--- config.mk ---
export PLATFORM = sky130hd
export DESIGN_NAME = mac_result_drain
export DESIGN_NICKNAME = d
export VERILOG_FILES = /design/src/rtl/mac_pkg.sv /design/src/rtl/requant_sat.sv /design/src/rtl/mac_result_drain.sv
export SDC_FILE = /design/constraint.sdc
export NUM_CORES = 1
export LEC_CHECK = 0
export BUFFER_PORTS_ARGS = -buffer_cell sky130_fd_sc_hd__clkbuf_2
export CORE_UTILIZATION = 55
export CTS_BUF_LIST = sky130_fd_sc_hd__clkbuf_2
export DETAILED_ROUTE_END_ITERATION = 6
export PLACE_DENSITY = 0.78
export SLEW_MARGIN = 20
export SYNTH_ARGS = -nofsm -noshare
export SYNTH_HDL_FRONTEND = slang
export SYNTH_SLANG_ARGS = --single-unit
--- constraint.sdc ---
create_clock -name clk -period 21.3 [get_ports clk]
set_input_delay 4.26 -clock clk [delete_from_list [all_inputs] [get_ports clk]]
set_output_delay 4.26 -clock clk [all_outputs]
set_load 0.02 [all_outputs]
--- src/rtl/mac_pkg.sv ---
// Shared types, default widths and saturation helpers for the MAC result path.
package mac_pkg;

  localparam int unsigned NUM_PE      = 8;
  localparam int unsigned ACC_WIDTH   = 32;
  localparam int unsigned OUT_WIDTH   = 8;
  localparam int unsigned SHIFT_WIDTH = 5;

  typedef enum logic {
    IDLE  = 1'b0,
    DRAIN = 1'b1
  } drain_state_t;

  // Largest representable value of a w-bit signed number.
  function automatic longint sat_max(input int unsigned w);
    return (longint'(1) <<< (w - 1)) - longint'(1);
  endfunction

  // Smallest representable value of a w-bit signed number.
  function automatic longint sat_min(input int unsigned w);
    return -(longint'(1) <<< (w - 1));
  endfunction

endpackage

--- src/rtl/requant_sat.sv ---
// Combinational rounding right-shift plus signed saturation for one accumulator lane.
module requant_sat
  import mac_pkg::*;
#(
  parameter int unsigned ACC_W   = 32,
  parameter int unsigned OUT_W   = 8,
  parameter int unsigned SHIFT_W = 5
) (
  input  logic signed [ACC_W-1:0]   acc_i,
  input  logic        [SHIFT_W-1:0] shift_i,
  output logic signed [OUT_W-1:0]   data_c,
  output logic                      clip_c
);

  localparam int unsigned EXT_W = ACC_W + 1;
  localparam logic signed [EXT_W-1:0] MAX_V = EXT_W'(sat_max(OUT_W));
  localparam logic signed [EXT_W-1:0] MIN_V = EXT_W'(sat_min(OUT_W));

  int unsigned              s_eff;
  logic signed [EXT_W-1:0]  acc_ext;
  logic signed [EXT_W-1:0]  rnd;
  logic signed [EXT_W-1:0]  sum;
  logic signed [EXT_W-1:0]  res;

  // One extra bit keeps acc + half-LSB from overflowing before the shift.
  always_comb begin
    s_eff   = (32'(shift_i) > ACC_W - 1) ? ACC_W - 1 : 32'(shift_i);
    acc_ext = {acc_i[ACC_W-1], acc_i};
    rnd     = (s_eff == 0) ? '0 : (EXT_W'(1) <<< (s_eff - 1));
    sum     = acc_ext + rnd;
    res     = sum >>> s_eff;
    clip_c  = 1'b0;
    data_c  = OUT_W'(res);
    if (res > MAX_V) begin
      data_c = OUT_W'(MAX_V);
      clip_c = 1'b1;
    end else if (res < MIN_V) begin
      data_c = OUT_W'(MIN_V);
      clip_c = 1'b1;
    end
  end

endmodule

--- src/rtl/mac_result_drain.sv ---
// Captures a tile of MAC accumulators and streams requantized lanes out one per beat.
// Optional DRAIN_SAT_CNT_EN adds a per-drain saturation counter port.
module mac_result_drain #(
  parameter int unsigned NUM_PE      = 8,
  parameter int unsigned ACC_WIDTH   = 32,
  parameter int unsigned OUT_WIDTH   = 8,
  parameter int unsigned SHIFT_WIDTH = 5
) (
  input  logic                          clk,
  input  logic                          srst,
  input  logic                          acc_valid,
  input  logic [NUM_PE*ACC_WIDTH-1:0]   acc_data,
  input  logic [SHIFT_WIDTH-1:0]        shift_amt,
  output logic                          acc_ready,
  output logic                          out_valid,
  input  logic                          out_ready,
  output logic signed [OUT_WIDTH-1:0]   out_data,
  output logic                          out_last,
  output logic                          busy
`ifdef DRAIN_SAT_CNT_EN
  ,
  output logic [15:0]                   sat_count
`endif
);

  import mac_pkg::*;

  localparam int unsigned IDX_W = (NUM_PE > 1) ? $clog2(NUM_PE) : 1;

  drain_state_t                  state_q, state_d;
  logic [NUM_PE*ACC_WIDTH-1:0]   bank_q, bank_d;
  logic [SHIFT_WIDTH-1:0]        shift_q, shift_d;
  logic [IDX_W-1:0]              idx_q, idx_d;
  logic signed [OUT_WIDTH-1:0]   out_data_q, out_data_d;
  logic                          out_last_q, out_last_d;
  logic                          out_valid_q, out_valid_d;
  logic                          acc_ready_q, acc_ready_d;
  logic                          busy_q, busy_d;
  logic                          clip_q, clip_d;
`ifdef DRAIN_SAT_CNT_EN
  logic [15:0]                   sat_q, sat_d;
`endif

  logic [IDX_W-1:0]              idx_nxt;
  logic signed [ACC_WIDTH-1:0]   sel_acc;
  logic [SHIFT_WIDTH-1:0]        sel_shift;
  logic signed [OUT_WIDTH-1:0]   rq_data_c;
  logic                          rq_clip_c;
  logic                          hs;

  // In IDLE the requantizer looks at incoming lane 0 so it can be registered at capture;
  // in DRAIN it looks one lane ahead so the next beat is ready on the handshake edge.
  always_comb begin
    idx_nxt   = idx_q + IDX_W'(1);
    sel_acc   = (state_q == IDLE) ? acc_data[ACC_WIDTH-1:0]
                                  : bank_q[idx_nxt*ACC_WIDTH +: ACC_WIDTH];
    sel_shift = (state_q == IDLE) ? shift_amt : shift_q;
  end

  requant_sat #(
    .ACC_W   (ACC_WIDTH),
    .OUT_W   (OUT_WIDTH),
    .SHIFT_W (SHIFT_WIDTH)
  ) u_requant_sat (
    .acc_i   (sel_acc),
    .shift_i (sel_shift),
    .data_c  (rq_data_c),
    .clip_c  (rq_clip_c)
  );

  always_comb begin
    state_d    = state_q;
    bank_d     = bank_q;
    shift_d    = shift_q;
    idx_d      = idx_q;
    out_data_d = out_data_q;
    out_last_d = out_last_q;
    clip_d     = clip_q;
`ifdef DRAIN_SAT_CNT_EN
    sat_d      = sat_q;
`endif
    hs         = out_valid_q & out_ready;

    case (state_q)
      IDLE: begin
        if (acc_valid) begin
          state_d    = DRAIN;
          bank_d     = acc_data;
          shift_d    = shift_amt;
          idx_d      = '0;
          out_data_d = rq_data_c;
          clip_d     = rq_clip_c;
          out_last_d = (NUM_PE == 1);
`ifdef DRAIN_SAT_CNT_EN
          sat_d      = '0;
`endif
        end
      end
      DRAIN: begin
        if (hs) begin
`ifdef DRAIN_SAT_CNT_EN
          if (clip_q && (sat_q != 16'hFFFF)) sat_d = sat_q + 16'd1;
`endif
          if (out_last_q) begin
            state_d    = IDLE;
            out_data_d = '0;
            out_last_d = 1'b0;
            clip_d     = 1'b0;
          end else begin
            idx_d      = idx_nxt;
            out_data_d = rq_data_c;
            clip_d     = rq_clip_c;
            out_last_d = (idx_nxt == IDX_W'(NUM_PE - 1));
          end
        end
      end
      default: state_d = IDLE;
    endcase

    out_valid_d = (state_d == DRAIN);
    busy_d      = (state_d == DRAIN);
    acc_ready_d = (state_d == IDLE);
  end

  always_ff @(posedge clk) begin
    if (srst) begin
      state_q     <= IDLE;
      bank_q      <= '0;
      shift_q     <= '0;
      idx_q       <= '0;
      out_data_q  <= '0;
      out_last_q  <= 1'b0;
      out_valid_q <= 1'b0;
      acc_ready_q <= 1'b1;
      busy_q      <= 1'b0;
      clip_q      <= 1'b0;
`ifdef DRAIN_SAT_CNT_EN
      sat_q       <= '0;
`endif
    end else begin
      state_q     <= state_d;
      bank_q      <= bank_d;
      shift_q     <= shift_d;
      idx_q       <= idx_d;
      out_data_q  <= out_data_d;
      out_last_q  <= out_last_d;
      out_valid_q <= out_valid_d;
      acc_ready_q <= acc_ready_d;
      busy_q      <= busy_d;
      clip_q      <= clip_d;
`ifdef DRAIN_SAT_CNT_EN
      sat_q       <= sat_d;
`endif
    end
  end

  assign acc_ready = acc_ready_q;
  assign out_valid = out_valid_q;
  assign out_data  = out_data_q;
  assign out_last  = out_last_q;
  assign busy      = busy_q;
`ifdef DRAIN_SAT_CNT_EN
  assign sat_count = sat_q;
`endif

endmodule

==> impl_table.tex <==
\begin{tabular}{lr}
\hline
Metric & Value \\
\hline
\multicolumn{2}{l}{\textbf{Timing}} \\
\quad RSZ-0062 raised after global routing & false \\
\quad Final clock period utilization by the worst path & roughly half \\
\quad Fin Setup TNS & 0 ns \\
\quad Max Clk Rate & 93.2 MHz \\
\quad Rel. slew slack & roughly 28\% \\
\quad Slew at the pin closest to its max-slew limit & $\sim$1.1 ns \\
\quad Number of pins with negative max-slew slack in the final report & 0 \\
\quad Maximum clock skew at final layout & $\sim$0.17 ns \\
\quad Final hold violation count & 0 \\
\quad Final Setup Violations & 0 \\
\quad Minimum clock period after layout & between 10 and 15 ns \\
\multicolumn{2}{l}{\textbf{Clock network}} \\
\quad Number of buffers inserted to repair setup after CTS & 0 \\
\quad Clock insertion delay at the later pin of the skew report & around 0.94 ns \\
\quad Number of buffers on the longest clock path & 3 \\
\quad Clock-pin transition on the worst setup and hold timing paths & about 0.1 ns \\
\quad CTS tree & done \\
\quad CTS Hold Buffers Added & 0 \\
\quad H-tree lvl count & 3 \\
\quad Number of buffers added by the clock tree synthesis step & 71 \\
\quad Master cell of the clock root buffer & sky130\_fd\_sc\_hd\_\_clkbuf\_2 \\
\quad Sink count of the clock tree & between 200 and 300 \\
\quad Number of gates given a new drive strength after cts & 0 \\
\multicolumn{2}{l}{\textbf{Finish}} \\
\quad Most frequent standard cell in the layout excluding fill and tap cells & sky130\_fd\_sc\_hd\_\_nand2\_1 \\
\quad Post-route cell area & 0.0185 sq mm \\
\quad Count of nets after finishing & 2663 \\
\quad Area growth syn-to-layout & 11.4\% \\
\quad Area used by multi-input combinational logic & around 0.010 sq mm \\
\quad Leading cell types in the layout, fill and taps excluded & sky130\_fd\_sc\_hd\_\_nand2\_1 (638), sky130\_fd\_sc\_hd\_\_clkbuf\_2 (378), sky130\_fd\_sc\_hd\_\_a21oi\_1 (368), sky130\_fd\_sc\_hd\_\_dfxtp\_1 (273), sky130\_fd\_sc\_hd\_\_nor2\_1 (148) \\
\quad Sequential cell area & $\sim$0.0055 sq mm \\
\quad Fraction of final layout cells with drive strength greater than 1 & between 20 and 25\% \\
\quad Fill cell total of the finished layout & $\sim$2800 \\
\multicolumn{2}{l}{\textbf{Route}} \\
\quad Highest metal used & met4 \\
\quad Vias post-DR & approximately 17000 \\
\quad Drt first pass iters & 6 \\
\quad Drt wl/cell & between 15 and 20 um \\
\quad Via density per instance & 6.06 \\
\quad Met2 Routed Length & 25100 um \\
\quad Wire length on met3 & approximately 5000 um \\
\quad DRT iter0 DRCs & 1877 \\
\quad Detailed-route wire length on metal 1 & 22900 um \\
\quad Sum of routed wire length over all layers & about 55000 um \\
\quad Post-DRT Antenna Nets & 0 \\
\quad Drc violations & 0 \\
\multicolumn{2}{l}{\textbf{Setup path}} \\
\quad Critical path class & in -> reg \\
\quad Worst Reg-to-Reg Cells & 22 \\
\quad Data required time at the worst endpoint & approximately 22 ns \\
\quad Cell family with the largest share of critical-path delay & simple AND/OR/NAND/NOR gates \\
\quad Worst-path cell with the longest stage delay & sky130\_fd\_sc\_hd\_\_a222oi\_1 \\
\quad Reg-to-reg setup timing slack & approximately 13 ns \\
\quad Arr. time, crit path & between 10 and 15 ns \\
\quad R2R Path End & out\_data[1]\$\_SDFFE\_PP0P\_ \\
\quad Type of element launching the critical path & primary input \\
\quad Biggest cell delay along the critical path & around 0.8 ns \\
\quad Buffer and inverter count on the worst path & 4 \\
\quad Launching point of the worst reg2reg path & busy\$\_SDFF\_PP0\_ \\
\quad Sequence of cells on the critical path & clkbuf\_2 > mux2\_2 > buf\_4 > inv\_1 > buf\_4 > ha\_1 > nor2\_1 > o21ai\_1 > nor2\_1 > ha\_1 > nand4\_1 > nor4\_1 > o211a\_1 > or2\_2 > o31ai\_2 > xor2\_1 > a222oi\_1 > mux2\_1 > nand2b\_1 > or4\_1 > a221o\_1 > or4\_1 > a32oi\_1 \\
\quad Endpoint class of the critical path & register \\
\quad Maximum fanout encountered on the critical timing path & 43 \\
\multicolumn{2}{l}{\textbf{Global route}} \\
\quad Total routing resource utilization after global routing & between 30\% and 40\% \\
\quad Grt ovf & 0 \\
\quad Number of global-route vias before repair & 16300 \\
\quad Antenna violations before repair & 8 \\
\quad Largest net degree at the start of global routing & $\sim$120 \\
\quad First-pass GRT wire length & 85900 um \\
\multicolumn{2}{l}{\textbf{Status}} \\
\quad Outcome & finished clean \\
\multicolumn{2}{l}{\textbf{Synth}} \\
\quad Post-synth EDFFs & 0 \\
\quad Yosys top cell by area & sky130\_fd\_sc\_hd\_\_dfxtp\_1 \\
\quad Number of synthesized register bits & 275 \\
\quad Async SR Flop Fraction & 0\% \\
\quad Syn avg cell area & $\sim$7.7 sq um \\
\quad Top cells by area, synth & sky130\_fd\_sc\_hd\_\_dfxtp\_1 (33\%), sky130\_fd\_sc\_hd\_\_nand2\_1 (14\%), sky130\_fd\_sc\_hd\_\_a21oi\_1 (11\%), sky130\_fd\_sc\_hd\_\_mux4\_2 (9.1\%), sky130\_fd\_sc\_hd\_\_mux2i\_1 (3.6\%) \\
\quad Proportion of synthesized chip area in sequential cells & around a third \\
\quad Number of different library cells in the post-synthesis netlist & 93 \\
\quad Primary FF master, synth & sky130\_fd\_sc\_hd\_\_dfxtp\_1 \\
\quad Share of Yosys cell area claimed by the top area cell type & between 30\% and 40\% \\
\quad Post-synthesis cell count & $\sim$2200 \\
\quad Net Count, Synth & 2465 \\
\quad Post-Syn Area & between 0.015 and 0.02 sq mm \\
\quad Warnings from Yosys & 0 \\
\multicolumn{2}{l}{\textbf{Floorplan}} \\
\quad Starting density of the core & about 56\% \\
\quad Die Y & around 180 um \\
\quad Total Die Area & around 0.031 sq mm \\
\quad Die X-Extent & about 180 um \\
\quad Std-Cell Rows & 63 \\
\quad I/O pins & between 200 and 300 \\
\quad Standard cell core area & about 0.030 sq mm \\
\multicolumn{2}{l}{\textbf{Pwr}} \\
\quad Proportion of power drawn by the clock network & around 28\% \\
\quad Pwr Density & between 60 and 70 mW/mm\^{}2 \\
\quad Internal Power & roughly 0.80 mW \\
\quad Max IR drop VDD & around 0.000053 V \\
\quad Share of total power consumed by net switching & between 30 and 40\% \\
\quad Leakage power summed over all cells & 7.41 nW \\
\quad Switch Pwr & between 0.4 and 0.5 mW \\
\quad Sequential group share of total power & around 45\% \\
\quad Part of the power in combinational logic & a little over a quarter \\
\multicolumn{2}{l}{\textbf{Hold path}} \\
\quad Start point of the worst min-delay path & bank\_q[176]\$\_SDFFE\_PP0P\_ \\
\quad Worst min-delay path endpoint & bank\_q[176]\$\_SDFFE\_PP0P\_ \\
\quad Hold/Removal Path Class & reg -> reg \\
\quad Worst hold path stage count & 2 \\
\multicolumn{2}{l}{\textbf{Flow run}} \\
\quad Max-cap violations & 0 \\
\multicolumn{2}{l}{\textbf{Placed design}} \\
\quad Placed instance area & 0.0179 sq mm \\
\quad Final weighted congestion of routability-driven global placement & 1.02 \\
\quad Count of input and output buffers & 276 \\
\quad Detail Placement HPWL & between 30000 and 40000 um \\
\hline
\end{tabular}
routing by layer:
layer	vias to the layer above	GRT usage (%)
li1	8076	-
met1	7937	46.6
met2	806	55.6
met3	149	7.08
met4	0	15.4
met5	-	0
logic make-up after synthesis:
logic type,Yosys count,synth area share [%]
simple gates,925,23.1
compound gates,580,20.8
flops,275,33.2
buf+inv,182,5.18
mux,136,13.4
fa+ha+maj,36,2.76
xor+xnor,30,1.58
Yosys cell counts (6+ instances only):
library cell	instances
sky130_fd_sc_hd__buf_1	20
sky130_fd_sc_hd__nor3_1	28
sky130_fd_sc_hd__buf_4	7
sky130_fd_sc_hd__a21oi_1	368
sky130_fd_sc_hd__nand4_1	15
sky130_fd_sc_hd__ha_1	35
sky130_fd_sc_hd__o211ai_1	15
sky130_fd_sc_hd__xor2_1	9
sky130_fd_sc_hd__o21ai_1	7
sky130_fd_sc_hd__nor2_1	148
sky130_fd_sc_hd__nor4_1	9
sky130_fd_sc_hd__o21ai_0	43
sky130_fd_sc_hd__or4_1	6
sky130_fd_sc_hd__o31ai_1	7
sky130_fd_sc_hd__o21a_1	8
sky130_fd_sc_hd__xnor2_1	21
sky130_fd_sc_hd__a221oi_1	8
sky130_fd_sc_hd__or3_1	8
sky130_fd_sc_hd__buf_6	13
sky130_fd_sc_hd__mux2i_1	59
sky130_fd_sc_hd__o22ai_1	11
sky130_fd_sc_hd__nand2_1	638
sky130_fd_sc_hd__a211oi_1	13
sky130_fd_sc_hd__nand3_1	20
sky130_fd_sc_hd__a22oi_1	10
sky130_fd_sc_hd__a32oi_1	6
sky130_fd_sc_hd__clkbuf_1	118
sky130_fd_sc_hd__a31oi_1	10
sky130_fd_sc_hd__inv_1	14
sky130_fd_sc_hd__mux4_2	67
sky130_fd_sc_hd__o221ai_1	7
sky130_fd_sc_hd__mux2_2	8
sky130_fd_sc_hd__dfxtp_1	275
sky130_fd_sc_hd__nand2b_1	7
power by group through the flow:
stage	logic (mW)	clock network (mW)	registers, mW
CTS	0.333	0.364	0.564
global route	0.369	0.385	0.568
detailed placement	0.331	0	0.576
global placement	0.332	0	0.574
finish	0.341	0.358	0.564
floorplan	0.240	0	0.568
final cells by class:
| cell class | count | area share, % |
|---|---|---|
| timing repair buffer | 293 | 8.20 |
| inverter | 14 | 0.284 |
| tap | 390 | 2.64 |
| multi-input combinational | 1707 | 55.7 |
| sequential | 275 | 29.8 |
| antenna | 7 | 0.0947 |
| clock inverter | 12 | 0.440 |
| clock buffer | 103 | 2.79 |
worst max-delay path by stage:
stage                       startpoint                       end  cells past startpoint
after floorplan           shift_amt[1]  out_data[2]$_SDFFE_PP0P_                     29
after global placement    shift_amt[1]  out_data[5]$_SDFFE_PP0P_                     23
after detailed placement  shift_amt[1]  out_data[1]$_SDFFE_PP0P_                     23
after CTS                 shift_amt[1]  out_data[1]$_SDFFE_PP0P_                     23
after global routing      shift_amt[1]  out_data[2]$_SDFFE_PP0P_                     23
final                     shift_amt[1]  out_data[1]$_SDFFE_PP0P_                     23
per-stage QoR:
step | setup WS [ns] | util [%] | total power, mW | instances | hold slack [ns]
6_report | 10.57 | 62.4 | 1.26 | 2801 | 0.456
5_1_grt | 10.17 | 62.4 | 1.32 | 2800 | 0.474
4_1_cts | 10.91 | 62.4 | 1.26 | 2794 | 0.456
3_5_place_dp | 9.99 | 60.3 | 0.907 | 2679 | 0.445
3_3_place_gp | 9.88 | 60.3 | 0.906 | 2679 | 0.439
2_1_floorplan | 10.63 | - | 0.808 | 2164 | 0.433
sequential cells by signal, summed over array words and instances, names as in the netlist:
signal	flops
idx_q	3
acc_ready	1
busy	1
out_data	8
shift_q	5
bank_q	256
out_last	1
worst min-delay path, delay by kind of cell, from the launching register on:
kind | cells | cell delay [ns]
DFF | 1 | 0.31
and+or+nand+nor | 1 | 0.05
AOI/OAI and AO/OA | 1 | 0.05
(Power assumes the default switching activity.)
